`config.mk`:
```
export PLATFORM = sky130hd
export DESIGN_NAME = stream_dmux
export DESIGN_NICKNAME = d
export VERILOG_FILES = /design/src/rtl/stream_dmux.sv
export SDC_FILE = /design/constraint.sdc
export NUM_CORES = 1
export LEC_CHECK = 0
export CAP_MARGIN = 10
export CORE_MARGIN = 2
export CORE_UTILIZATION = 45
export DETAILED_ROUTE_END_ITERATION = 16
export GPL_TIMING_DRIVEN = 0
export PLACE_DENSITY = 0.68
export SLEW_MARGIN = 5
export SYNTH_ARGS = -nofsm -noshare
export SYNTH_HDL_FRONTEND = slang
export SYNTH_SLANG_ARGS = --single-unit
```
`constraint.sdc`:
```
create_clock -name clk -period 4.2 [get_ports clk]
set_input_delay 0.42 -clock clk [delete_from_list [all_inputs] [get_ports clk]]
set_output_delay 0.42 -clock clk [all_outputs]
set_load 0.05 [all_outputs]
```
`src/rtl/stream_dmux.sv`:
```
// rtl/stream_dmux.sv - registered valid/ready demultiplexer with per-channel FIFOs and broadcast
module stream_dmux #(
    parameter int BUS_WIDTH = 8,
    parameter int CHANNELS  = 4,
    parameter int SEL_WIDTH = $clog2(CHANNELS),
    parameter int DEPTH     = 2
) (
    input  logic                          clk,
    input  logic                          rst_n,
    input  logic [BUS_WIDTH-1:0]          in_data,
    input  logic [SEL_WIDTH-1:0]          in_sel,
    input  logic                          in_bcast,
    input  logic                          in_valid,
    output logic                          in_ready,
    output logic [CHANNELS*BUS_WIDTH-1:0] out_data,
    output logic [CHANNELS-1:0]           out_valid,
    input  logic [CHANNELS-1:0]           out_ready
);

    localparam int PW = $clog2(DEPTH);
    localparam int CW = $clog2(DEPTH + 1);

    logic [BUS_WIDTH-1:0] r_mem    [CHANNELS][DEPTH];
    logic [PW-1:0]        r_rd_ptr [CHANNELS];
    logic [PW-1:0]        r_wr_ptr [CHANNELS];
    logic [CW-1:0]        r_count  [CHANNELS];
    // Registered head of each channel; keeps the last popped value while the FIFO is empty
    logic [BUS_WIDTH-1:0] r_head   [CHANNELS];

    logic [CHANNELS-1:0]  w_full;
    logic [CHANNELS-1:0]  w_push;
    logic [CHANNELS-1:0]  w_pop;
    logic                 w_accept;
    logic [PW-1:0]        w_rd_next   [CHANNELS];
    logic [CW-1:0]        w_cnt_next  [CHANNELS];
    logic [BUS_WIDTH-1:0] w_head_next [CHANNELS];

    // Fullness and validity from registered counts only; broadcast needs room everywhere
    always_comb begin
        w_full    = '0;
        out_valid = '0;
        for (int k = 0; k < CHANNELS; k++) begin
            w_full[k]    = (r_count[k] == CW'(DEPTH));
            out_valid[k] = (r_count[k] != '0);
        end
        in_ready = in_bcast ? ~|w_full : ~w_full[in_sel];
        w_accept = in_valid & in_ready;
    end

    // Per-channel push/pop decode and next pointer, count and head values
    always_comb begin
        w_push = '0;
        w_pop  = '0;
        for (int k = 0; k < CHANNELS; k++) begin
            w_push[k]      = w_accept & (in_bcast | (in_sel == SEL_WIDTH'(k)));
            w_pop[k]       = out_valid[k] & out_ready[k];
            w_rd_next[k]   = w_pop[k] ? r_rd_ptr[k] + PW'(1) : r_rd_ptr[k];
            w_cnt_next[k]  = r_count[k] + CW'(w_push[k]) - CW'(w_pop[k]);
            // The slot being written becomes the head only when it is the sole entry left
            w_head_next[k] = (w_push[k] && (r_wr_ptr[k] == w_rd_next[k])) ?
                             in_data : r_mem[k][w_rd_next[k]];
        end
    end

    // Flatten the registered heads onto the output bus
    always_comb begin
        out_data = '0;
        for (int k = 0; k < CHANNELS; k++) begin
            out_data[k*BUS_WIDTH +: BUS_WIDTH] = r_head[k];
        end
    end

    // FIFO state; reset discards every buffered entry and clears storage
    always_ff @(posedge clk or negedge rst_n) begin
        if (!rst_n) begin
            for (int k = 0; k < CHANNELS; k++) begin
                r_rd_ptr[k] <= '0;
                r_wr_ptr[k] <= '0;
                r_count[k]  <= '0;
                r_head[k]   <= '0;
                for (int d = 0; d < DEPTH; d++) begin
                    r_mem[k][d] <= '0;
                end
            end
        end else begin
            for (int k = 0; k < CHANNELS; k++) begin
                if (w_push[k]) begin
                    r_mem[k][r_wr_ptr[k]] <= in_data;
                    r_wr_ptr[k]           <= r_wr_ptr[k] + PW'(1);
                end
                r_rd_ptr[k] <= w_rd_next[k];
                r_count[k]  <= w_cnt_next[k];
                if (w_cnt_next[k] != '0) begin
                    r_head[k] <= w_head_next[k];
                end
            end
        end
    end

endmodule

```
==> results of run 1 <==
-- per-stage QoR --
stage / setup WS, ps / hold WS (ps)
after floorplan: 1020 / 124
after global placement: -1470 / 466
after global routing: 29.3 / 514
after CTS: 274 / 487
after detailed placement: -91.8 / 286
final: 301 / 483
-- how the worst max path moves through the flow --
stage / startpoint / end / slack [ps]
floorplan: r_count[6]$_DFF_PN0_ / out_data[29]$_DFFE_PN0P_ / 1020
global placement: rst_n / r_mem[43]$_DFFE_PN0P_ / -1470
detailed placement: in_sel[0] / out_data[13]$_DFFE_PN0P_ / -90
CTS: in_sel[0] / out_data[13]$_DFFE_PN0P_ / 270
global route: r_count[6]$_DFF_PN0_ / out_data[5]$_DFFE_PN0P_ / 30
finish: in_sel[0] / out_data[5]$_DFFE_PN0P_ / 300
-- layer usage --
| metal | up-vias | GRT usage [%] |
|---|---|---|
| li1 | 1800 | - |
| met1 | 2027 | 30.6 |
| met2 | 94 | 36.0 |
| met3 | 23 | 3.92 |
| met4 | 0 | 9.05 |
| met5 | - | 0 |
-- area by class of cell --
class                   count  share of cell area (%)
clock inverters             3                   0.261
repair buffers             55                    8.50
inverters                  16                   0.896
clock buffers              13                    3.73
plain buffers              26                    2.28
flip-flops and latches    112                    41.8
well taps                 168                    3.14
multi-input cells         300                    39.4
-- sequential cells by signal, summed over array words and instances, names as in the netlist --
register  flops
r_rd_ptr      4
r_count       8
out_data     32
r_mem        64
r_wr_ptr      4
-- cell usage after synthesis, drive strengths merged --
master   count
nand4b       1
inv         16
o311a        1
buf         17
clkbuf       9
mux2        96
nor2         5
o21ai       36
a222oi       1
or2          4
nand2b       1
xnor2       12
nor4b        1
a21o         2
nand3b       2
a22o         1
o21bai       2
nor2b        8
a22oi        1
a41o        32
a31oi       32
nand2       36
xor2         8
nand4bb      1
nor3b        3
dfrtp      112
ha           8
and3         5
a32o         1
-- repair_timing --
item | in CTS | in global routing
hold buffers | 1 | 0
hold endpoints to repair | 22 | 0
buffers inserted | 0 | 0
resized for setup | 0 | 4
endpoints found under the setup margin | 0 | 4
-- kinds of logic (layout without fill, tap and decap cells) --
| logic type | count (synthesis) | in the layout | share of synthesized area, % |
|---|---|---|---|
| compound gates | 109 | 109 | 14.1 |
| xor+xnor | 20 | 20 | 4.96 |
| fa+ha+maj | 8 | 8 | 1.77 |
| buf+inv | 42 | 113 | 3.75 |
| flops | 112 | 112 | 49.6 |
| mux | 96 | 96 | 19.1 |
| simple gates | 67 | 67 | 6.58 |
-- worst max-delay path, delay by kind of cell --
family | cells | cell delay [ps]
buf+inv | 5 | 1440
simple gates | 4 | 940
compound gates | 3 | 540
fa+ha+maj | 2 | 490
xor+xnor | 2 | 310
==> impl_metrics.toml, run 1 <==
[die]
die_y_um = 116
fp.dieW_um = 116
fp-row-count = 40
io_pins = 55
start_util_pct = 46.6
core-area_um2 = 12100
die-area_um2 = 13500

[route]
wl_met1_mm = 6.37
drt_first_pass_iters = 4
drtIter0Drc = 215
drt-wirelength-per-cell_um = 20.2
dr_total_vias = 3944
drc = 0
routed_wl_mm = 14.0
wl_met3_um = 519
top_layer_used = "met4"
drtAntennaViolNets = 0
wl_met2_mm = 6.75
avgViaCountPerCell = 5.69

[final_layout]
fillCellCount = 1087
antennaDiodeCount = 0
drive_gt1_share_pct = 28.6
layoutNonFillerInstCount = 693
final_common_cell = "dfrtp_1"
mostFrequentLayoutCells = "112 x dfrtp_1, 93 x mux2_2, 52 x clkdlybuf4s50_1"
fin_area_um2 = 6700
fin_util_pct = 55.3
layout.nets = 546
regArea_um2 = 2800
syn_to_final_growth_pct = 18.7
multi_input_area_um2 = 2640

[placed_design]
io_buffers = 53
placed_cells = 676
place.gp.congestion = 0.815
hpwl_mm = 9.28
placed_area_um2 = 6410

[setup_path]
r2r_end = "out_data[5]$_DFFE_PN0P_"
critical-path-max-stage-delay_ps = 600
cp_max_fo = 10
start_kind = "input pin"
cp_data_required_time_ps = 4440
cp_slowest_cell = "clkdlybuf4s50_1"
rrSetupSlack_ps = 380
crit_type = "input pin to register"
end_kind = "register"
r2r-start = "r_count[6]$_DFF_PN0_"
rr_worst_depth = 15
crit_arrival_ps = 4140
worstPathCellList = "clkdlybuf4s50_1, nor4b_1, nor3b_1, a22o_2, buf_6, buf_4, nand2_1, ha_1, inv_1, ha_1, xnor2_1, xnor2_1, nor2_1, clkbuf_1, a41o_1, o21ai_1"

[hold_path]
worstHoldPathType = "input pin to async pin"

[global_route]
grt-ovfl-total = 0
grt_usage_pct = 22.5
grt_pass1_wl_mm = 22.7
grt_antenna_before_repair = 0
grt_pass1_vias = 4196
grt_max_degree = 91

[yosys]
synth_seq_cells = 112
synth_top_cell_area_share_pct = 49.6
synth_cell_type_count = 39
avgSynthCellArea_um2 = 12.4
yosys_warnings = 0
syn_nets = 480
yosys.area.top_type = "dfrtp_1"
synthTopCellsByArea = "dfrtp_1 50%, mux2_2 19%, a41o_1 5.7%"
synth_area_um2 = 5650
netlist_instances = 454
ys_seq_area_share_pct = 49.6

[clocking]
htree_levels = 3
clk_pin_slew_ps = 70
worstSkewPairLatency_ps = 350
cts_buffers = 9
clockRootBuffer = "clkbuf_16"
ctsLongestPathBuffers = 2
cts.sinks = 112
cts_tree = "done"

[sta]
fin_setup_tns_ps = 0
rsz0062_at_grt = "no"
hold_viol = 0
final_max_slew_viol_count = 0
timing.fmax_mhz = 257
skew_ps = 8.90
fin_crit_sh_pct = 92.8
worstMarginPinSlew_ps = 730
relSlewSlack_pct = 51.2
setup_viol = 0
fin_crit_ps = 3900

[status]
outcome = "finished, final reports clean"

[run]
cap_violations = 0
Power of run 1 is left out: the tool's default activity adds up to more than one toggle a clock period on the data nets, which glitch-free logic cannot reach.
==> inputs of run 2 (changes only) <==
--- a/config.mk
+++ b/config.mk
@@ -11,7 +11,7 @@
 export DETAILED_ROUTE_END_ITERATION = 16
 export GPL_TIMING_DRIVEN = 0
 export PLACE_DENSITY = 0.68
-export SLEW_MARGIN = 5
+export SLEW_MARGIN = 40
 export SYNTH_ARGS = -nofsm -noshare
 export SYNTH_HDL_FRONTEND = slang
 export SYNTH_SLANG_ARGS = --single-unit
==> impl_metrics.toml, run 2 (synthesis gave the netlist of run 1 again) <==
[status]
outcome = "finished, violations left"
violations = "negative hold slack"

[sta]
fin_crit_ps = 3840
setup_viol = 0
timing.fmax_mhz = 261
layout_setup_ws_ps = 363
fin_hold_ws_ps = -21.0
skew_ps = 6.94
relSlewSlack_pct = 50.3
final_max_slew_viol_count = 0
fin_crit_sh_pct = 91.4
hold_viol = 9
worstMarginPinSlew_ps = 743
rsz0062_at_grt = "no"

[final_layout]
largest_register_ffs = 64
syn_to_final_growth_pct = 18.9
regMostFlops = "r_mem"
drive_gt1_share_pct = 29.1
mostFrequentLayoutCells = "112 x dfrtp_1, 93 x mux2_2, 52 x clkdlybuf4s50_1"
layout.nets = 545
final_common_cell = "dfrtp_1"
layoutNonFillerInstCount = 691
antennaDiodeCount = 0

[setup_path]
cp_data_required_time_ps = 4430
cp_max_fo = 10
end_kind = "register"
crit_arrival_ps = 4060
start_kind = "input pin"
crit_type = "input pin to register"

[placed_design]
io_buffers = 53
place_ws_ps = -122
placed_cells = 676
hpwl_mm = 9.33
place.gp.congestion = 0.815

[clocking]
cts.sinks = 112
ctsLongestPathBuffers = 2
worstSkewPairLatency_ps = 350
clk_pin_slew_ps = 60
cts_buffers = 9
clockRootBuffer = "clkbuf_16"
hold_buffers = 0
cts_tree = "done"
htree_levels = 3

[route]
avgViaCountPerCell = 5.68
drt_first_pass_iters = 4
routed_wl_mm = 13.9
drtIter0Drc = 227
drc = 0
drtAntennaViolNets = 0
drt-wirelength-per-cell_um = 20.1
dr_total_vias = 3925

[die]
fp-row-count = 40
fp.dieW_um = 116
start_util_pct = 46.6
die_y_um = 116
core-area_um2 = 12100
die-area_um2 = 13500
io_pins = 55

[run]
cap_violations = 0

[global_route]
grt_pass1_vias = 4163
grt-ovfl-total = 0
grt_pass1_wl_mm = 22.7
grt_max_degree = 65
grt_usage_pct = 22.5
grt_antenna_before_repair = 0

[hold_path]
worstHoldPathType = "input pin to async pin"
## run 2: repair_timing
item	4_1_cts	5_1_grt
setup buffers	0	0
gates resized for setup	0	7
endpoints found under the setup margin	0	8
## run 2: per-layer routing
metal | wire, um | GRT usage [%]
met5 | 0 | 0
met4 | 327 | 9.29
met3 | 612 | 2.62
met2 | 6870 | 36.4
met1 | 6060 | 31.1
## run 2: worst paths after layout
check / start / end / slack (ps) / depth (start not counted)
worst max-delay path: in_sel[0] / out_data[21]$_DFFE_PN0P_ / 360 / 16
worst min-delay path: rst_n / r_mem[3]$_DFFE_PN0P_ / -20 / 1
worst max register to register: r_count[6]$_DFF_PN0_ / out_data[21]$_DFFE_PN0P_ / 420 / 15
worst min register to register: out_data[8]$_DFFE_PN0P_ / out_data[8]$_DFFE_PN0P_ / 490 / 2
max in group asynchronous: rst_n / r_count[7]$_DFF_PN0_ / 3620 / 2
min in group clk: out_data[8]$_DFFE_PN0P_ / out_data[8]$_DFFE_PN0P_ / 490 / 2
## run 2: stage by stage
stage | util, % | TNS [ps] | area (um^2)
after floorplan | - | 0 | 5650
after detailed placement | 53.0 | -563 | 6420
final | 55.4 | 0 | 6710
after global placement | 52.7 | -163670 | 6390
after CTS | 55.4 | 0 | 6710
after global routing | 55.4 | 0 | 6710
## run 2: cell type report
type,count,area [um^2]
sequential,112,2800
timing repair buffer,54,563
clock inverter,4,45.0
clock buffer,11,243
tap,168,210
buffer,26,155
fill,1088,5400
multi-input combinational,300,2630
inverter,16,60.1
## run 2: critical path, stage by stage
cell,delay [ps]
clkdlybuf4s50_1,600
nor4b_1,110
nor3b_1,340
a22o_2,310
buf_6,180
buf_4,200
nand2_1,110
ha_1,310
inv_1,40
ha_1,180
xnor2_1,130
xnor2_1,150
nor2_1,410
clkbuf_2,330
a41o_1,150
o21ai_0,90
Power of run 2 is left out for the same reason.
==> inputs of run 3 (changes only) <==
--- a/config.mk
+++ b/config.mk
@@ -5,12 +5,12 @@
 export SDC_FILE = /design/constraint.sdc
 export NUM_CORES = 1
 export LEC_CHECK = 0
-export CAP_MARGIN = 10
+export CAP_MARGIN = 20
 export CORE_MARGIN = 2
-export CORE_UTILIZATION = 45
+export CORE_UTILIZATION = 40
 export DETAILED_ROUTE_END_ITERATION = 16
 export GPL_TIMING_DRIVEN = 0
-export PLACE_DENSITY = 0.68
+export PLACE_DENSITY = 0.62
 export SLEW_MARGIN = 40
 export SYNTH_ARGS = -nofsm -noshare
 export SYNTH_HDL_FRONTEND = slang
==> impl_metrics.toml, run 3 (synthesis gave the netlist of run 1 again) <==
[route]
drc = 0
routed_wl_mm = 14.1
drt-wirelength-per-cell_um = 20.1
drtAntennaViolNets = 0
drtIter0Drc = 262
drt_first_pass_iters = 4
avgViaCountPerCell = 5.58
dr_total_vias = 3927

[global_route]
grt_antenna_before_repair = 0
grt-ovfl-total = 0
grt_pass1_wl_mm = 22.5
grt_pass1_vias = 4085
grt_max_degree = 74
grt_usage_pct = 20.1

[setup_path]
end_kind = "register"
critical-path-max-stage-delay_ps = 620
crit_arrival_ps = 4180
cp_slowest_cell = "clkdlybuf4s50_1"
crit_type = "input pin to register"
cp_max_fo = 10
start_kind = "input pin"
critPathTopFamily = "buffers and inverters"
crit_buf_inv = 5
cp_data_required_time_ps = 4430
worstPathCellList = "clkdlybuf4s50_1, nor4b_1, nor3b_1, a22o_2, buf_6, buf_4, nand2_1, ha_1, inv_1, ha_1, xnor2_1, xnor2_1, nor2_1, clkbuf_1, a41o_1, o21ai_0"

[final_layout]
drive_gt1_share_pct = 29.2
largest_register_ffs = 64
regMostFlops = "r_mem"
syn_to_final_growth_pct = 20.1
antennaDiodeCount = 0
fin_area_um2 = 6780
layout.nets = 546
mostFrequentLayoutCells = "112 x dfrtp_1, 93 x mux2_2, 52 x clkdlybuf4s50_1"
final_common_cell = "dfrtp_1"

[die]
start_util_pct = 40.8
fp-row-count = 43
core-area_um2 = 13800
io_pins = 55
die_y_um = 123
fp.dieW_um = 123
die-area_um2 = 15100

[placed_design]
placed_area_um2 = 6430
io_buffers = 53
hpwl_mm = 9.65
place.gp.congestion = 0.824

[clocking]
htree_levels = 3
cts_buffers = 9
cts_tree = "done"
ctsLongestPathBuffers = 2
worstSkewPairLatency_ps = 360
cts.sinks = 112
clk_pin_slew_ps = 70
clockRootBuffer = "clkbuf_16"

[status]
outcome = "finished, final reports clean"

[sta]
rsz0062_at_grt = "no"
hold_viol = 0
fin_hold_ws_ps = 483
worstMarginPinSlew_ps = 566
fin_crit_sh_pct = 94.0
final_max_slew_viol_count = 0
fin_crit_ps = 3950
setup_viol = 0
timing.fmax_mhz = 253
skew_ps = 7.54
relSlewSlack_pct = 62.2

[run]
cap_violations = 0

[hold_path]
worstHoldPathType = "register to register"
run 3: final timing paths:
check / from / cells after the start / slack, ps / to
max in group asynchronous: rst_n / 3 / 3010 / r_mem[15]$_DFFE_PN0P_
min reg2reg: out_data[12]$_DFFE_PN0P_ / 2 / 480 / out_data[12]$_DFFE_PN0P_
max reg2reg: r_count[6]$_DFF_PN0_ / 15 / 290 / out_data[13]$_DFFE_PN0P_
max: in_sel[0] / 16 / 250 / out_data[13]$_DFFE_PN0P_
min in group asynchronous: rst_n / 2 / 530 / r_rd_ptr[2]$_DFF_PN0_
min: out_data[12]$_DFFE_PN0P_ / 2 / 480 / out_data[12]$_DFFE_PN0P_
run 3: stage by stage:
stage | util (%) | TNS [ps] | instances | setup slack [ps]
final | 49.0 | 0 | 704 | 251
after global routing | 49.0 | 0 | 704 | 30.6
after CTS | 48.9 | 0 | 704 | 191
after detailed placement | 46.5 | -747 | 688 | -140
after global placement | 46.3 | -170300 | 687 | -1530
after floorplan | - | 0 | 454 | 1020
run 3: metal layers:
layer	up-vias	GRT usage, %	share of wire, %
met5	-	0	0
met4	0	7.97	2.1
met3	19	3.35	4.3
met2	109	30.3	46
met1	1990	28.8	48
li1	1809	-	-
run 3: layout make-up:
| class | count | area [um^2] |
|---|---|---|
| Multi-Input combinational cell | 300 | 2640 |
| Sequential cell | 112 | 2800 |
| Tap cell | 180 | 225 |
| Clock inverter | 3 | 65.1 |
| Timing Repair Buffer | 55 | 573 |
| Clock buffer | 12 | 256 |
| Fill cell | 1250 | 7050 |
| Buffer | 26 | 153 |
| Inverter | 16 | 60.1 |
run 3: worst register-to-register path, stage by stage, from the launching register on:
cell and delay (ps):
dfrtp_1 430, inv_1 60, a222oi_1 540, a22o_2 370
buf_6 190, buf_4 200, nand2_1 130, ha_1 310
inv_1 40, ha_1 180, xnor2_1 130, xnor2_1 150
nor2_1 420, clkbuf_1 410, a41o_1 150, o21ai_0 80
run 3: timing repair:
| action | in CTS | in global routing |
|---|---|---|
| hold buffers | 1 | 0 |
| setup buffers | 0 | 0 |
| hold endpoints to repair | 39 | 0 |
| endpoints found under the setup margin | 0 | 25 |
| gates resized for setup | 0 | 6 |
Power of run 3 is left out for the same reason.
